`src/rtl/des_dispatch_pkg.sv`:
```
// des_dispatch_pkg
//   Shared types and default widths for the DES job dispatcher slice.
//   engine_state_t : per-engine tracker state (IDLE, PENDING, BUSY)
//   DES_BLOCK_WIDTH: default plaintext width (64)
//   DES_KEY_WIDTH  : default key width (64)
package des_dispatch_pkg;

   localparam int DES_BLOCK_WIDTH = 64;
   localparam int DES_KEY_WIDTH   = 64;

   typedef enum logic [1:0] {
      IDLE    = 2'd0,
      PENDING = 2'd1,
      BUSY    = 2'd2
   } engine_state_t;

endpackage

```
`src/rtl/des_engine_tracker.sv`:
```
// des_engine_tracker
//   Follows one DES engine through launch and completion so the dispatcher
//   never launches twice onto an engine that has not yet picked up a job.
//   Ports:
//     clk    : clock, rising edge
//     rst_n  : asynchronous active-low reset (state -> IDLE)
//     launch : dispatcher issued a start strobe to this engine this cycle
//     active : busy indication from the engine
//     state  : registered tracker state (engine_state_t encoding)
//     idle   : tracker is in IDLE
module des_engine_tracker
   import des_dispatch_pkg::*;
(
   input  logic       clk,
   input  logic       rst_n,
   input  logic       launch,
   input  logic       active,
   output logic [1:0] state,
   output logic       idle
);

   engine_state_t state_q;
   engine_state_t state_d;

   always_ff @(posedge clk or negedge rst_n) begin
      if (!rst_n) state_q <= IDLE;
      else        state_q <= state_d;
   end

   always_comb begin
      state_d = state_q;
      case (state_q)
         // An engine that turns busy on its own is tracked as BUSY so it is
         // not launched onto until it drops active again.
         IDLE:    if (launch) state_d = PENDING;
                  else if (active) state_d = BUSY;
         PENDING: if (active) state_d = BUSY;
         BUSY:    if (!active) state_d = IDLE;
         default: state_d = IDLE;
      endcase
   end

   assign state = state_q;
   assign idle  = (state_q == IDLE);

endmodule

```
`src/rtl/des_job_dispatcher.sv`:
```
// des_job_dispatcher
//   Queues {plaintext,key} jobs in a DEPTH-entry FIFO and launches them
//   one per cycle onto NUM_ENGINES DES engines with round-robin selection.
//   Optional feature macro: DES_DISPATCH_STATS_EN adds job statistics ports.
//   Ports:
//     clk, rst_n            : clock (rising edge), async active-low reset
//     push_strobe_din       : enqueue plaintext_din/key_din this cycle
//     plaintext_din, key_din: job contents
//     active_des_engine_din : per-engine busy indication
//     full_dout             : FIFO holds DEPTH jobs
//     overflow_dout         : sticky, a push was dropped while full
//     start_strobe_dout     : one-hot, one-cycle launch strobe
//     plaintext_dout/key_dout: launched job (zero when no launch)
//     jobs_issued_dout      : (stats) launches, wraps at 2^32
//     jobs_dropped_dout     : (stats) dropped pushes, saturates at 0xFFFF
module des_job_dispatcher
   import des_dispatch_pkg::*;
#(
   parameter int DATA_WIDTH  = DES_BLOCK_WIDTH,
   parameter int KEY_WIDTH   = DES_KEY_WIDTH,
   parameter int DEPTH       = 4,
   parameter int NUM_ENGINES = 2
) (
   input  logic                   clk,
   input  logic                   rst_n,
   input  logic                   push_strobe_din,
   input  logic [0:DATA_WIDTH-1]  plaintext_din,
   input  logic [0:KEY_WIDTH-1]   key_din,
   input  logic [NUM_ENGINES-1:0] active_des_engine_din,
   output logic                   full_dout,
   output logic                   overflow_dout,
   output logic [NUM_ENGINES-1:0] start_strobe_dout,
   output logic [0:DATA_WIDTH-1]  plaintext_dout,
   output logic [0:KEY_WIDTH-1]   key_dout
`ifdef DES_DISPATCH_STATS_EN
   ,
   output logic [31:0]            jobs_issued_dout,
   output logic [15:0]            jobs_dropped_dout
`endif
);

   localparam int PTR_W = $clog2(DEPTH);
   localparam int RR_W  = (NUM_ENGINES > 1) ? $clog2(NUM_ENGINES) : 1;

   logic [0:DATA_WIDTH-1]  pt_mem  [DEPTH];
   logic [0:KEY_WIDTH-1]   key_mem [DEPTH];
   logic [PTR_W-1:0]       wr_ptr;
   logic [PTR_W-1:0]       rd_ptr;
   logic [PTR_W:0]         count;
   logic [RR_W-1:0]        rr_ptr;

   logic                   push_ok;
   logic                   drop;
   logic                   launch;
   logic [RR_W-1:0]        grant_idx;
   logic [NUM_ENGINES-1:0] launch_vec;
   logic [NUM_ENGINES-1:0] eng_idle;
   logic [NUM_ENGINES-1:0] eligible;
   // Tracker states are kept at this level for debug probing only.
   logic [1:0]             trk_state_unused [NUM_ENGINES];

   // Full comes straight from the registered count, so a pop in the same
   // cycle never makes room for a push that arrives while full.
   assign full_dout = (count == (PTR_W+1)'(DEPTH));
   assign push_ok   = push_strobe_din & ~full_dout;
   assign drop      = push_strobe_din & full_dout;

   for (genvar g = 0; g < NUM_ENGINES; g++) begin : g_trk
      des_engine_tracker u_trk (
         .clk    (clk),
         .rst_n  (rst_n),
         .launch (launch_vec[g]),
         .active (active_des_engine_din[g]),
         .state  (trk_state_unused[g]),
         .idle   (eng_idle[g])
      );
      assign eligible[g] = (count != '0) & eng_idle[g] & ~active_des_engine_din[g];
   end

   // Round-robin search starting at rr_ptr; first eligible engine wins.
   always_comb begin
      logic [RR_W:0]   sum;
      logic [RR_W-1:0] cand;
      launch     = 1'b0;
      grant_idx  = '0;
      launch_vec = '0;
      sum        = '0;
      cand       = '0;
      for (int k = 0; k < NUM_ENGINES; k++) begin
         sum = {1'b0, rr_ptr} + (RR_W+1)'(k);
         if (sum >= (RR_W+1)'(NUM_ENGINES)) sum = sum - (RR_W+1)'(NUM_ENGINES);
         cand = sum[RR_W-1:0];
         if (!launch && eligible[cand]) begin
            launch    = 1'b1;
            grant_idx = cand;
         end
      end
      if (launch) launch_vec[grant_idx] = 1'b1;
   end

   // FIFO storage carries no reset; only pointers and count qualify it.
   always_ff @(posedge clk) begin
      if (push_ok) begin
         pt_mem[wr_ptr]  <= plaintext_din;
         key_mem[wr_ptr] <= key_din;
      end
   end

   always_ff @(posedge clk or negedge rst_n) begin
      if (!rst_n) begin
         wr_ptr            <= '0;
         rd_ptr            <= '0;
         count             <= '0;
         rr_ptr            <= '0;
         overflow_dout     <= 1'b0;
         start_strobe_dout <= '0;
         plaintext_dout    <= '0;
         key_dout          <= '0;
      end else begin
         if (push_ok) wr_ptr <= wr_ptr + PTR_W'(1);
         if (launch)  rd_ptr <= rd_ptr + PTR_W'(1);
         case ({push_ok, launch})
            2'b10:   count <= count + (PTR_W+1)'(1);
            2'b01:   count <= count - (PTR_W+1)'(1);
            default: count <= count;
         endcase
         if (drop) overflow_dout <= 1'b1;
         if (launch) begin
            rr_ptr <= (grant_idx == RR_W'(NUM_ENGINES-1)) ? '0 : grant_idx + RR_W'(1);
         end
         start_strobe_dout <= launch_vec;
         plaintext_dout    <= launch ? pt_mem[rd_ptr]  : '0;
         key_dout          <= launch ? key_mem[rd_ptr] : '0;
      end
   end

`ifdef DES_DISPATCH_STATS_EN
   always_ff @(posedge clk or negedge rst_n) begin
      if (!rst_n) begin
         jobs_issued_dout  <= '0;
         jobs_dropped_dout <= '0;
      end else begin
         if (launch) jobs_issued_dout <= jobs_issued_dout + 32'd1;
         if (drop && (jobs_dropped_dout != 16'hFFFF))
            jobs_dropped_dout <= jobs_dropped_dout + 16'd1;
      end
   end
`endif

endmodule
```
`config.mk`:
```
export PLATFORM = sky130hd
export DESIGN_NAME = des_job_dispatcher
export DESIGN_NICKNAME = d
export VERILOG_FILES = /design/src/rtl/des_dispatch_pkg.sv /design/src/rtl/des_engine_tracker.sv /design/src/rtl/des_job_dispatcher.sv
export SDC_FILE = /design/constraint.sdc
export NUM_CORES = 1
export LEC_CHECK = 0
export CAP_MARGIN = 15
export CORE_ASPECT_RATIO = 0.6
export CORE_MARGIN = 2
export CORE_UTILIZATION = 33
export DETAILED_ROUTE_END_ITERATION = 8
export HOLD_SLACK_MARGIN = 0.06
export SYNTH_ARGS = -nofsm -noshare
export SYNTH_HDL_FRONTEND = slang
export SYNTH_SLANG_ARGS = --single-unit
```
`constraint.sdc`:
```
create_clock -name clk -period 4.64 [get_ports clk]
set_input_delay 0.464 -clock clk [delete_from_list [all_inputs] [get_ports clk]]
set_output_delay 0.464 -clock clk [all_outputs]
set_load 0.02 [all_outputs]
```
== Yosys cells after proc, flatten, opt, wreduce, memory -nomap -nowiden ==
Memory sizes are Yosys's and may differ from the RTL's.
Cells that the tools add are included.

* Memories kept: 2
* Bits in registers: 143
* Logic and storage cells: 78
* Bits in writable memories: 512
* Input bits: 133

* $lt $le $gt $ge: 6
* Reduce and logical (&&, ||, !) cells: 7
* $add $sub $neg: 8
* Equality and inequality tests: 9
* Bitwise logic cells: 9
* Multiplexer cells: 27

{| class="wikitable"
|+ Memory list
! memory !! words !! width !! read ports !! clocked after memory_dff !! write ports !! line !! text
|-
| key_mem || 4 || 64 || 1 || 0 || 1 || des_job_dispatcher.sv:46 || <nowiki>logic [0:KEY_WIDTH-1] key_mem [DEPTH];</nowiki>
|-
| pt_mem || 4 || 64 || 1 || 0 || 1 || des_job_dispatcher.sv:45 || <nowiki>logic [0:DATA_WIDTH-1] pt_mem [DEPTH];</nowiki>
|}

{| class="wikitable"
|+ Operator list
! kind !! count
|-
| $mux W64 || 2
|-
| $mux W1 || 14
|-
| $mux W2 || 7
|-
| $pmux W2 S3 || 2
|-
| $and A1 B1 Y1 || 6
|-
| $eq A2 B1 Y1 const B || 3
|-
| $eq A2 B2 Y1 const B || 3
|-
| $lt A1 B2 Y1 const B || 3
|-
| $pmux W3 S2 || 1
|-
| $add A2 B1 Y2 const B || 2
|-
| $logic_not A2 Y1 || 2
|-
| $ne A2 B2 Y1 const B || 2
|-
| $add A3 B1 Y3 const B || 1
|-
| $eq A3 B3 Y1 const B || 1
|-
| $not A1 Y1 || 3
|-
| $reduce_bool A3 Y1 || 1
|-
| $sub A3 B1 Y3 const B || 1
|-
| $add A1 B1 Y2 const B || 1
|-
| $ge A1 B2 Y1 const B || 1
|-
| $ge A2 B2 Y1 const B || 1
|-
| $logic_and A1 B1 Y1 || 2
|-
| $reduce_bool A2 Y1 || 1
|-
| $sub A1 B1 Y1 const B || 2
|-
| $add A1 B1 Y1 const B || 1
|-
| 3 further kinds || 3
|}

== Depth between registers and ports, before layout ==
Gate-level depths: netlist of run 1.

* Depth after elaboration: 16
* Gate-level depth with buffers: 12

== Cells and area by module ==
Synthesis of run 1 repeated with hierarchy kept, for this count alone.

* Cell total of the unflattened synthesis: 1009
* Area total of the unflattened synthesis: 23329.9 um^2

{| class="wikitable"
|+ By module, submodules not included
! module !! instances !! area an instance (um^2) !! cells an instance
|-
| des_job_dispatcher || 1 || 23144.7 || 993
|-
| des_engine_tracker || 2 || 92.6 || 8
|}

== Worst setup path after synthesis of run 1 ==
OpenSTA, ideal clock, no wires.

* Path type: register to register
* From: reg count[2]
* To: mem key_mem[2][0] in the netlist's numbering (enable)
* Library setup time: 0.502 ns
* Setup slack: 0.202 ns
* Data arrival time: 3.935 ns
* Cell stages (with the launch flop): 4
* Clock period less this slack: 4.438 ns
* Cell sequence: dfrtp_1 nor3b_1 nor2b_1 and2_1

* Cells in the longest elaborated chain, start to end: 5

{| class="wikitable"
|+ Ends and longest elaborated chain
! element !! line !! text
|-
| from (decl) || des_job_dispatcher.sv:49 || <nowiki>logic [PTR_W:0] count;</nowiki>
|-
| from (signal assigned) || des_job_dispatcher.sv:123 || <nowiki>2'b10: count <= count + (PTR_W+1)'(1);</nowiki>
|-
| from (signal assigned) || des_job_dispatcher.sv:124 || <nowiki>2'b01: count <= count - (PTR_W+1)'(1);</nowiki>
|-
| from (signal assigned) || des_job_dispatcher.sv:125 || <nowiki>default: count <= count;</nowiki>
|-
| $eq A3 B3 Y1 || des_job_dispatcher.sv:64 || <nowiki>assign full_dout = (count == (PTR_W+1)'(DEPTH));</nowiki>
|-
| via full_dout || des_job_dispatcher.sv:30 || <nowiki>output logic full_dout,</nowiki>
|-
| $not A1 Y1 || des_job_dispatcher.sv:65 || <nowiki>assign push_ok = push_strobe_din & ~full_dout;</nowiki>
|-
| $and A1 B1 Y1 || des_job_dispatcher.sv:65 ||
|-
| $mux W1 || des_job_dispatcher.sv:103 || <nowiki>if (push_ok) begin</nowiki>
|-
| $mux W1 (implied by the code) || des_job_dispatcher.sv:105 || <nowiki>key_mem[wr_ptr] <= key_din;</nowiki>
|-
| to (decl) || des_job_dispatcher.sv:46 ||
|}

The timed path passes the listed nets, and every way through them passes these cells.

== Final worst setup path of run 1 ==
* From: reg count[0]
* To: out full_dout

* Cells in the longest elaborated chain, start to end: 1

{| class="wikitable"
|+ Ends and longest elaborated chain
! element !! line
|-
| $eq A3 B3 Y1 || des_job_dispatcher.sv:64
|-
| to (decl) || des_job_dispatcher.sv:30
|}

No other way between the ends.

==> flow_summary.json, run 1 <==
{
  "setup.worst_path.class": "flip-flop to output port",
  "final.setup_skew_ps": 22.0,
  "tmin_final_ps": 2750,
  "fin_crit_sh": 0.592,
  "dieArea_um2": 72600,
  "synth_top_area_cell": "sky130_fd_sc_hd__edfxtp_1",
  "route.antenna.remaining_nets": 0,
  "tritoncts_num_sinks": 655,
  "synth-edff-count": 512,
  "cp_data_arrival_time_ps": 2280,
  "number_of_antenna_violations_at_the_first_check_in_global_routing": 8,
  "synthesis.area_per_instance_um2": 23.1,
  "power.leakage_nw": 9.91,
  "wire_per_inst_um": 20.5,
  "core.rowCount": 75,
  "flow.area_growth_from_synthesis_pct": 25.3,
  "fillerInstances": 6050,
  "fp.dieH_um": 210,
  "status": "finished, final reports clean",
  "cap_viol_max_count": 0,
  "slowest_stage": "sky130_fd_sc_hd__clkdlybuf4s50_1",
  "grt_max_degree": 130,
  "dp_wirelength_mm": 24.8,
  "power.ir.vdd_worst_uv": 299,
  "synth.top_cell.area_share": 0.662,
  "gp_congestion": 0.687,
  "slowest_delay_ps": 790,
  "grt_pass1_vias": 11300,
  "drive_above_1_share": 0.181,
  "route.detailed.drc": 0,
  "fin_tns_setup_ps": 0,
  "routed_wl_mm": 46.8,
  "endpoint_kind": "output port",
  "postSynthNetCount": 1144,
  "rsz0062_at_grt": "no",
  "multi_input_area_um2": 4030,
  "clk-insertion-delay-late_ps": 620,
  "worst-path-buf-inv": 1,
  "dr.first_iter.drc_count": 607,
  "grtUsageTotal": 0.129,
  "ys_seq_elements": 655,
  "post_synth_instance_area_um2": 23200,
  "floorplan.initialDensity": 0.333,
  "core_region_area_um2": 69700,
  "post-synth-top-count-cell": "sky130_fd_sc_hd__edfxtp_1",
  "wire_length_of_the_first_global_routing_pass_mm": 70.5,
  "p_per_area_nw_per_um2": 626,
  "report.power.total_mw": 18.2,
  "final.setup.worst_slack_ps": 1890,
  "grt_overflow": 0,
  "via_count": 10500,
  "top_level_ports": 265,
  "ys_top_cells_by_count": "sky130_fd_sc_hd__edfxtp_1, sky130_fd_sc_hd__dfrtp_1, sky130_fd_sc_hd__nor2b_1",
  "clock_tree.htree_level_count": 2,
  "crit_fanout": 5,
  "synth_ff_type": "sky130_fd_sc_hd__edfxtp_1",
  "critPathTopFamily": "buffers and inverters",
  "drt_first_pass_iters": 5,
  "max-slew-margin-rel": 0.281,
  "drv_slew": 0,
  "timing.critical_path.cells": "nor3b_1, clkdlybuf4s50_1",
  "timing_hold_violations_final": 0,
  "cts_repair_resize_count": 0,
  "timing.critical_path.from_type": "flip-flop",
  "async_reset_ff_frac": 0.218,
  "cts_made_buffers": 61,
  "final_nets": 1442,
  "synthTopCellsByArea": "sky130_fd_sc_hd__edfxtp_1, sky130_fd_sc_hd__dfrtp_1, sky130_fd_sc_hd__mux4_2",
  "fmax_mhz": 364,
  "path_clk_slew_ps": 60,
  "ctsRootBufferMaster": "sky130_fd_sc_hd__clkbuf_16",
  "post_synth_num_cell_types": 31,
  "cts-root-to-sink-buffers": 3,
  "area.sequential_um2": 19000,
  "floorplan.die.width_um": 347,
  "synth.yosys.warnings": 0,
  "worstMarginPinSlew_ps": 1080,
  "worst_ep_required_time_ps": 4180,
  "placement.io_buffers": 264,
  "setup_viol": 0,
  "detail_route.vias_per_cell": 4.61,
  "netlist_instances": 1005,
  "detailedPlace.worstSlack_ps": 1660,
  "synth-seq-area-share": 0.816,
  "holdCritPathClass": "input pin to asynchronous set/reset pin",
  "tritoncts": "built"
}
-- cells by family (layout without fill, tap and decap cells) --
logic type,Yosys count,count (layout),synth area share
muxes,129,129,0.125
other,0,1,0
DFF,655,655,0.816
xor gates and xnor gates,6,6,0.00226
buffers and inverters,51,402,0.0114
and+or+nand+nor,147,147,0.0391
adders and majority gates,6,6,0.00355
AOI/OAI and AO/OA,11,11,0.00323
-- cells in the final DEF, fill, tap and decap left out, drive strengths merged --
cell / Yosys / layout
a21boi: 2 / 2
or4: 1 / 1
nor2: 3 / 3
o211ai: 1 / 1
clkbuf: 5 / 87
clkdlybuf4s50: 0 / 263
nor3: 4 / 4
ha: 5 / 5
o21a: 1 / 1
nand2: 3 / 3
edfxtp: 512 / 512
clkinv: 0 / 19
diode: 0 / 1
a21o: 2 / 2
mux4: 128 / 128
buf: 39 / 15
dlygate4sd3: 0 / 1
nor2b: 129 / 129
clkinvlp: 0 / 2
inv: 7 / 11
or3: 1 / 1
a31oi: 1 / 1
xor2: 2 / 2
mux2: 1 / 1
nor3b: 2 / 2
fa: 1 / 1
dfrtp: 143 / 143
bufinv: 0 / 4
xnor2: 4 / 4
and2: 4 / 4
a21oi: 2 / 2
o21ai: 2 / 2
-- sequential cells by signal, indices dropped and copies added (netlist names) --
name	flops
key_dout	64
rr_ptr	1
rd_ptr	2
plaintext_dout	64
wr_ptr	2
key_mem	256
overflow_dout	1
g_trk.u_trk.state	4
count	3
start_strobe_dout	2
pt_mem	256
-- power by group --
| part | internal (mW) | switching [mW] | total [mW] |
|---|---|---|---|
| logic | 2.44 | 2.33 | 4.77 |
| registers | 7.80 | 0.623 | 8.42 |
| clock network | 2.87 | 2.15 | 5.02 |
-- path summary, 6_finish.rpt --
kind	startpoint	endpoint	slack, ps	cells past startpoint
min in group clk	key_din[42]	key_mem[1][21]	480	1
max in group asynchronous	rst_n	key_dout[51]	3310	3
worst max register to register	count[2]	key_mem[3][26]	2130	4
worst min-delay path	rst_n	plaintext_dout[57]	330	2
worst min register to register	g_trk[1].u_trk.state[1]	g_trk[1].u_trk.state[0]	490	1
worst max-delay path	count[0]	full_dout	1890	2
-- layout make-up --
class                      count  share of cell area
sequential                   655               0.652
multi-input combinational    299               0.138
timing repair buffer         279              0.0995
clock buffer                  87              0.0604
tap                          924              0.0397
clock inverter                29             0.00933
inverter                       7            0.000903
antenna                        1           0.0000860
-- repair_timing --
action | 4_1_cts | 5_1_grt
setup buffers | 0 | 0
endpoints found under the hold margin | 41 | 0
hold buffers | 1 | 0
-- routing by layer --
| layer | wire (um) | GRT usage | part of all wire | vias to the layer above |
|---|---|---|---|---|
| met1 | 21500 | 0.184 | 0.46 | 5577 |
| met4 | 644 | 0.0285 | 0.014 | 14 |
| met5 | 86 | 0 | 0.0018 | - |
| met3 | 3280 | 0.0387 | 0.070 | 70 |
| met2 | 21300 | 0.197 | 0.46 | 263 |
| li1 | - | - | - | 4581 |
-- per-stage QoR --
stage	util	cell area (um2)	hold slack [ps]	instances
3_3_place_gp	0.388	27100	431	2163
2_1_floorplan	-	23200	168	1005
6_report	0.417	29100	332	2281
3_5_place_dp	0.388	27100	431	2163
4_1_cts	0.417	29100	306	2280
5_1_grt	0.417	29100	326	2280
(Power assumes the default switching activity.)
==> run 2, diff against run 1 <==
==> constraint.sdc (replaced) <==
create_clock -name clk -period 2.3 [get_ports clk]
set_input_delay 0.23 -clock clk [delete_from_list [all_inputs] [get_ports clk]]
set_output_delay 0.23 -clock clk [all_outputs]
set_load 0.02 [all_outputs]
==> run 2 against run 1 <==
Compared with the run above:
- sequential share of layout area fell by 1.7 points
- routed wire length rose by 0.73%
- die area did not move
- combinational power rose by 130%
- largest power group unchanged
- register-to-register slack got worse by 1900 ps
- hold slack got worse by 160 ps
- via count rose by 0.60%
- utilization rose by 1.1 points
- sequential cell count did not move
- largest cell class unchanged
- count of clock-buffer cells in the layout fell by 8
==> flow_summary.json, run 2 (synthesis results as in run 1) <==
{
  "status": "finished, final reports clean",
  "tritoncts_num_sinks": 655,
  "placed_instance_count": 2221,
  "cts_made_buffers": 60,
  "grt_max_degree": 62,
  "power.ir.vdd_worst_uv": 627,
  "wire_per_inst_um": 20.2,
  "tritoncts": "built",
  "path_clk_slew_ps": 60,
  "grt_pass1_vias": 11200,
  "routed_wl_mm": 47.2,
  "placement.io_buffers": 264,
  "floorplan.initialDensity": 0.333,
  "layout_top_registers": "key_mem (256), pt_mem (256)",
  "gp_congestion": 0.701,
  "fin_tns_setup_ps": 0,
  "drv_slew": 0,
  "number_of_antenna_violations_at_the_first_check_in_global_routing": 5,
  "holdCritPathClass": "input pin to asynchronous set/reset pin",
  "final_cell_mix": "sky130_fd_sc_hd__edfxtp_1, sky130_fd_sc_hd__clkdlybuf4s50_1, sky130_fd_sc_hd__dfrtp_1, sky130_fd_sc_hd__mux4_2, sky130_fd_sc_hd__nor2b_1",
  "power.leakage_nw": 10.3,
  "ctsRootBufferMaster": "sky130_fd_sc_hd__clkbuf_16",
  "grt_overflow": 0,
  "cap_viol_max_count": 0,
  "route.antenna.remaining_nets": 0,
  "worst_ep_required_time_ps": 2840,
  "cts-root-to-sink-buffers": 3,
  "dr.first_iter.drc_count": 811,
  "final_nets": 1500,
  "rsz0062_at_grt": "no",
  "layoutNonFillerInstCount": 2338,
  "drive_above_1_share": 0.219,
  "clock_tree.htree_level_count": 2,
  "fmax_mhz": 487,
  "route.detailed.drc": 0,
  "core.rowCount": 75,
  "setup.worst_path.class": "flip-flop to flip-flop",
  "worstMarginPinSlew_ps": 451,
  "cp_data_arrival_time_ps": 2600,
  "fp.dieH_um": 210,
  "timing.critical_path.from_type": "flip-flop",
  "endpoint_kind": "flip-flop",
  "floorplan.die.width_um": 347,
  "rrSetupSlack_ps": 250,
  "post-route-util": 0.429,
  "core_region_area_um2": 69700,
  "crit-reg2reg-capture": "rd_ptr[0]",
  "dieArea_um2": 72600,
  "most_common_cell_after_layout_fill_and_taps_aside": "sky130_fd_sc_hd__edfxtp_1",
  "drt_first_pass_iters": 4,
  "max-slew-margin-rel": 0.699,
  "clk-insertion-delay-late_ps": 630,
  "dp_wirelength_mm": 29.0,
  "crit_fanout": 61,
  "grtUsageTotal": 0.130,
  "via_count": 10600,
  "worst_r2r_path_depth": 5,
  "p_per_area_nw_per_um2": 1260,
  "fillerInstances": 5956,
  "final.setup_skew_ps": 18.9,
  "detail_route.vias_per_cell": 4.52,
  "wire_length_of_the_first_global_routing_pass_mm": 71.1,
  "flow.area_growth_from_synthesis_pct": 28.7,
  "setup_viol": 0,
  "timing_hold_violations_final": 0,
  "fin_crit_sh": 0.893,
  "crit-reg2reg-launch": "count[0]",
  "top_level_ports": 265,
  "tmin_final_ps": 2050
}
==> run 2: power breakdown <==
part | switching (mW) | internal [mW] | leakage (nW)
sequential | 0.832 | 15.7 | 6.57
clock | 4.36 | 5.84 | 0.990
combinational | 5.27 | 5.68 | 2.75
==> run 2: area by class of cell <==
cell class / instances / area [um2] / share of cell area
clock buffer: 79 / 1680 / 0.0561
tap: 924 / 1160 / 0.0387
multi-input combinational: 299 / 4040 / 0.135
timing repair buffer: 338 / 3660 / 0.123
antenna: 1 / 2.50 / 0.0000837
inverter: 7 / 26.3 / 0.000879
sequential: 655 / 19000 / 0.634
clock inverter: 35 / 367 / 0.0123
==> run 2: how the worst max path moves through the flow <==
stage,startpoint,end,cells past startpoint
floorplan,count[2],key_mem[2][0],3
global placement,active_des_engine_din[1],count[2],10
detailed placement,active_des_engine_din[1],count[2],10
CTS,count[0],rd_ptr[0],5
global route,count[0],rd_ptr[0],5
finish,count[0],rd_ptr[0],5
==> run 2: per-layer routing <==
| metal | wire (um) | part of all wire | track usage |
|---|---|---|---|
| met4 | 814 | 0.017 | 0.0324 |
| met2 | 21800 | 0.46 | 0.199 |
| met5 | 43 | 0.00091 | 0 |
| met1 | 21700 | 0.46 | 0.185 |
| met3 | 2780 | 0.059 | 0.0363 |
==> run 2: stage by stage <==
step                      total power [mW]  worst slack, ps  hold slack, ps  area, um2
final                                 37.7              247             175      29900
after global routing                  39.5              139             148      29900
after CTS                             38.4              215             132      29900
after detailed placement              28.1              130             139      27800
after global placement                27.9              108             137      27800
after floorplan                       23.0             40.6           -65.6      23200
==> run 2: critical path, stage by stage (launching register included) <==
cell,delay [ps]
sky130_fd_sc_hd__dfrtp_1,430
sky130_fd_sc_hd__or3_1,450
sky130_fd_sc_hd__o21ai_4,90
sky130_fd_sc_hd__buf_4,410
sky130_fd_sc_hd__buf_12,310
sky130_fd_sc_hd__xnor2_1,160
==> run 2: what timing repair did <==
item                                   in CTS  in global routing
hold buffers                                2                  0
gates resized for setup                     1                  0
endpoints found under the hold margin     143                  0
setup endpoints to repair                   1                  0
setup buffers                               0                  0
==> run 3, diff against run 2 <==
--- a/config.mk
+++ b/config.mk
@@ -8,9 +8,10 @@
 export CAP_MARGIN = 15
 export CORE_ASPECT_RATIO = 0.6
 export CORE_MARGIN = 2
-export CORE_UTILIZATION = 33
+export CORE_UTILIZATION = 50
 export DETAILED_ROUTE_END_ITERATION = 8
 export HOLD_SLACK_MARGIN = 0.06
+export PLACE_DENSITY = 0.75
 export SYNTH_ARGS = -nofsm -noshare
 export SYNTH_HDL_FRONTEND = slang
 export SYNTH_SLANG_ARGS = --single-unit
==> run 3 against run 2 <==
Compared with the run above:
- sequential share of layout area increased by 1.9 points
- sequential cell count unchanged
- clock skew increased by 3.4 ps
- combinational power about the same
- non-clock buffer count decreased by 19
- design area decreased by 2.9%
- setup slack got worse by 71 ps
- largest cell class unchanged
==> flow_summary.json, run 3 (synthesis results as in run 1) <==
{
  "drt_first_pass_iters": 5,
  "flow.area_growth_from_synthesis_pct": 25.0,
  "clk-insertion-delay-late_ps": 600,
  "tritoncts_num_sinks": 655,
  "crit_fanout": 60,
  "cts_setup_buffers": 0,
  "core.rowCount": 61,
  "fp.dieH_um": 171,
  "p_per_area_nw_per_um2": 1250,
  "power.ir.vdd_worst_uv": 702,
  "routed_wl_mm": 45.4,
  "grt_overflow": 0,
  "status": "finished, final reports clean",
  "rrSetupSlack_ps": 180,
  "cap_viol_max_count": 0,
  "ctsRootBufferMaster": "sky130_fd_sc_hd__clkbuf_16",
  "route.detailed.drc": 0,
  "worstMarginPinSlew_ps": 786,
  "final.setup_skew_ps": 22.3,
  "multi_input_area_um2": 4040,
  "placed_instance_count": 1909,
  "core_region_area_um2": 46100,
  "tritoncts": "built",
  "holdCritPathClass": "input pin to asynchronous set/reset pin",
  "top_level_ports": 265,
  "clock_tree.htree_level_count": 2,
  "cts-root-to-sink-buffers": 3,
  "floorplan.initialDensity": 0.504,
  "endpoint_kind": "flip-flop",
  "wire_per_inst_um": 22.5,
  "worst_ep_required_time_ps": 2730,
  "tmin_final_ps": 2120,
  "dr.first_iter.drc_count": 960,
  "fillerInstances": 3127,
  "layout_top_registers": "key_mem (256), pt_mem (256)",
  "floorplan.die.width_um": 282,
  "crit-reg2reg-launch": "count[0]",
  "worst_r2r_path_depth": 5,
  "fmax_mhz": 471,
  "setup_viol": 0,
  "most_common_cell_after_layout_fill_and_taps_aside": "sky130_fd_sc_hd__edfxtp_1",
  "grt_max_degree": 70,
  "route.antenna.remaining_nets": 0,
  "timing_hold_violations_final": 0,
  "layoutNonFillerInstCount": 2020,
  "via_count": 10600,
  "setup.worst_path.class": "flip-flop to flip-flop",
  "detail_route.vias_per_cell": 5.23,
  "grt_pass1_vias": 11200,
  "cp_data_arrival_time_ps": 2550,
  "rsz0062_at_grt": "no",
  "dieArea_um2": 48300,
  "path_clk_slew_ps": 70,
  "grtUsageTotal": 0.191,
  "drive_above_1_share": 0.198,
  "final_cell_mix": "sky130_fd_sc_hd__edfxtp_1, sky130_fd_sc_hd__clkdlybuf4s50_1, sky130_fd_sc_hd__dfrtp_1, sky130_fd_sc_hd__mux4_2, sky130_fd_sc_hd__nor2b_1",
  "gp_congestion": 0.757,
  "power.leakage_nw": 10.1,
  "fin_crit_sh": 0.924,
  "timing.critical_path.from_type": "flip-flop",
  "area.sequential_um2": 19000,
  "final_nets": 1478,
  "cts_made_buffers": 57,
  "crit-reg2reg-capture": "key_dout[6]",
  "max-slew-margin-rel": 0.476,
  "wire_length_of_the_first_global_routing_pass_mm": 68.0,
  "fin_tns_setup_ps": 0,
  "dp_wirelength_mm": 28.1,
  "drv_slew": 0,
  "number_of_antenna_violations_at_the_first_check_in_global_routing": 4,
  "placement.io_buffers": 264
}
run 3: timing repair:
item | in CTS | in global routing
hold buffers | 1 | 0
gates resized for setup | 0 | 1
endpoints found under the setup margin | 0 | 1
hold endpoints to repair | 125 | 0
run 3: worst max-delay path by stage:
stage                                  start             to  slack [ps]  cells past startpoint
detailed placement  active_des_engine_din[0]       count[2]         100                     11
floorplan                           count[2]  key_mem[2][0]          40                      3
CTS                                 count[0]      full_dout          30                      2
global placement    active_des_engine_din[0]       count[2]         110                     11
global route                        count[0]    key_dout[6]          50                      5
finish                              count[0]    key_dout[6]         180                      5
run 3: critical path: stages (launching register included):
cell and delay (ps):
sky130_fd_sc_hd__dfrtp_1 440, sky130_fd_sc_hd__or3_1 510, sky130_fd_sc_hd__o21ai_4 100, sky130_fd_sc_hd__buf_4 140, sky130_fd_sc_hd__buf_4 560, sky130_fd_sc_hd__nor2b_1 120
run 3: area by class of cell:
type / instances / share of cell area
Antenna cell: 2 / 0.000172
Clock buffer: 81 / 0.0533
Clock inverter: 27 / 0.00763
Inverter: 7 / 0.000905
Multi-Input combinational cell: 299 / 0.139
Sequential cell: 655 / 0.653
Tap cell: 630 / 0.0271
Timing Repair Buffer: 319 / 0.119
run 3: layer usage:
| metal | global-route usage | vias up | part of all wire | routed length (um) |
|---|---|---|---|---|
| li1 | - | 4655 | - | - |
| met2 | 0.312 | 274 | 0.50 | 22500 |
| met3 | 0.0427 | 68 | 0.056 | 2540 |
| met1 | 0.267 | 5557 | 0.43 | 19600 |
| met5 | 0 | - | 0.00029 | 13 |
| met4 | 0.0423 | 2 | 0.016 | 730 |
run 3: power breakdown:
part           total, mW  switching (mW)  internal (mW)
clock network       9.04            4.10           4.94
registers           16.6           0.876           15.7
logic               10.6            5.17           5.46
run 3: through the flow:
stage,hold WS (ps),power [mW],utilization,instance area [um2],worst slack [ps]
after floorplan,-65.6,23.0,-,23200,40.6
after global placement,227,27.4,0.591,27200,115
after detailed placement,235,27.7,0.591,27200,95.4
after CTS,172,36.8,0.630,29000,30.1
after global routing,183,38.0,0.630,29000,48.5
final,169,36.2,0.630,29000,175
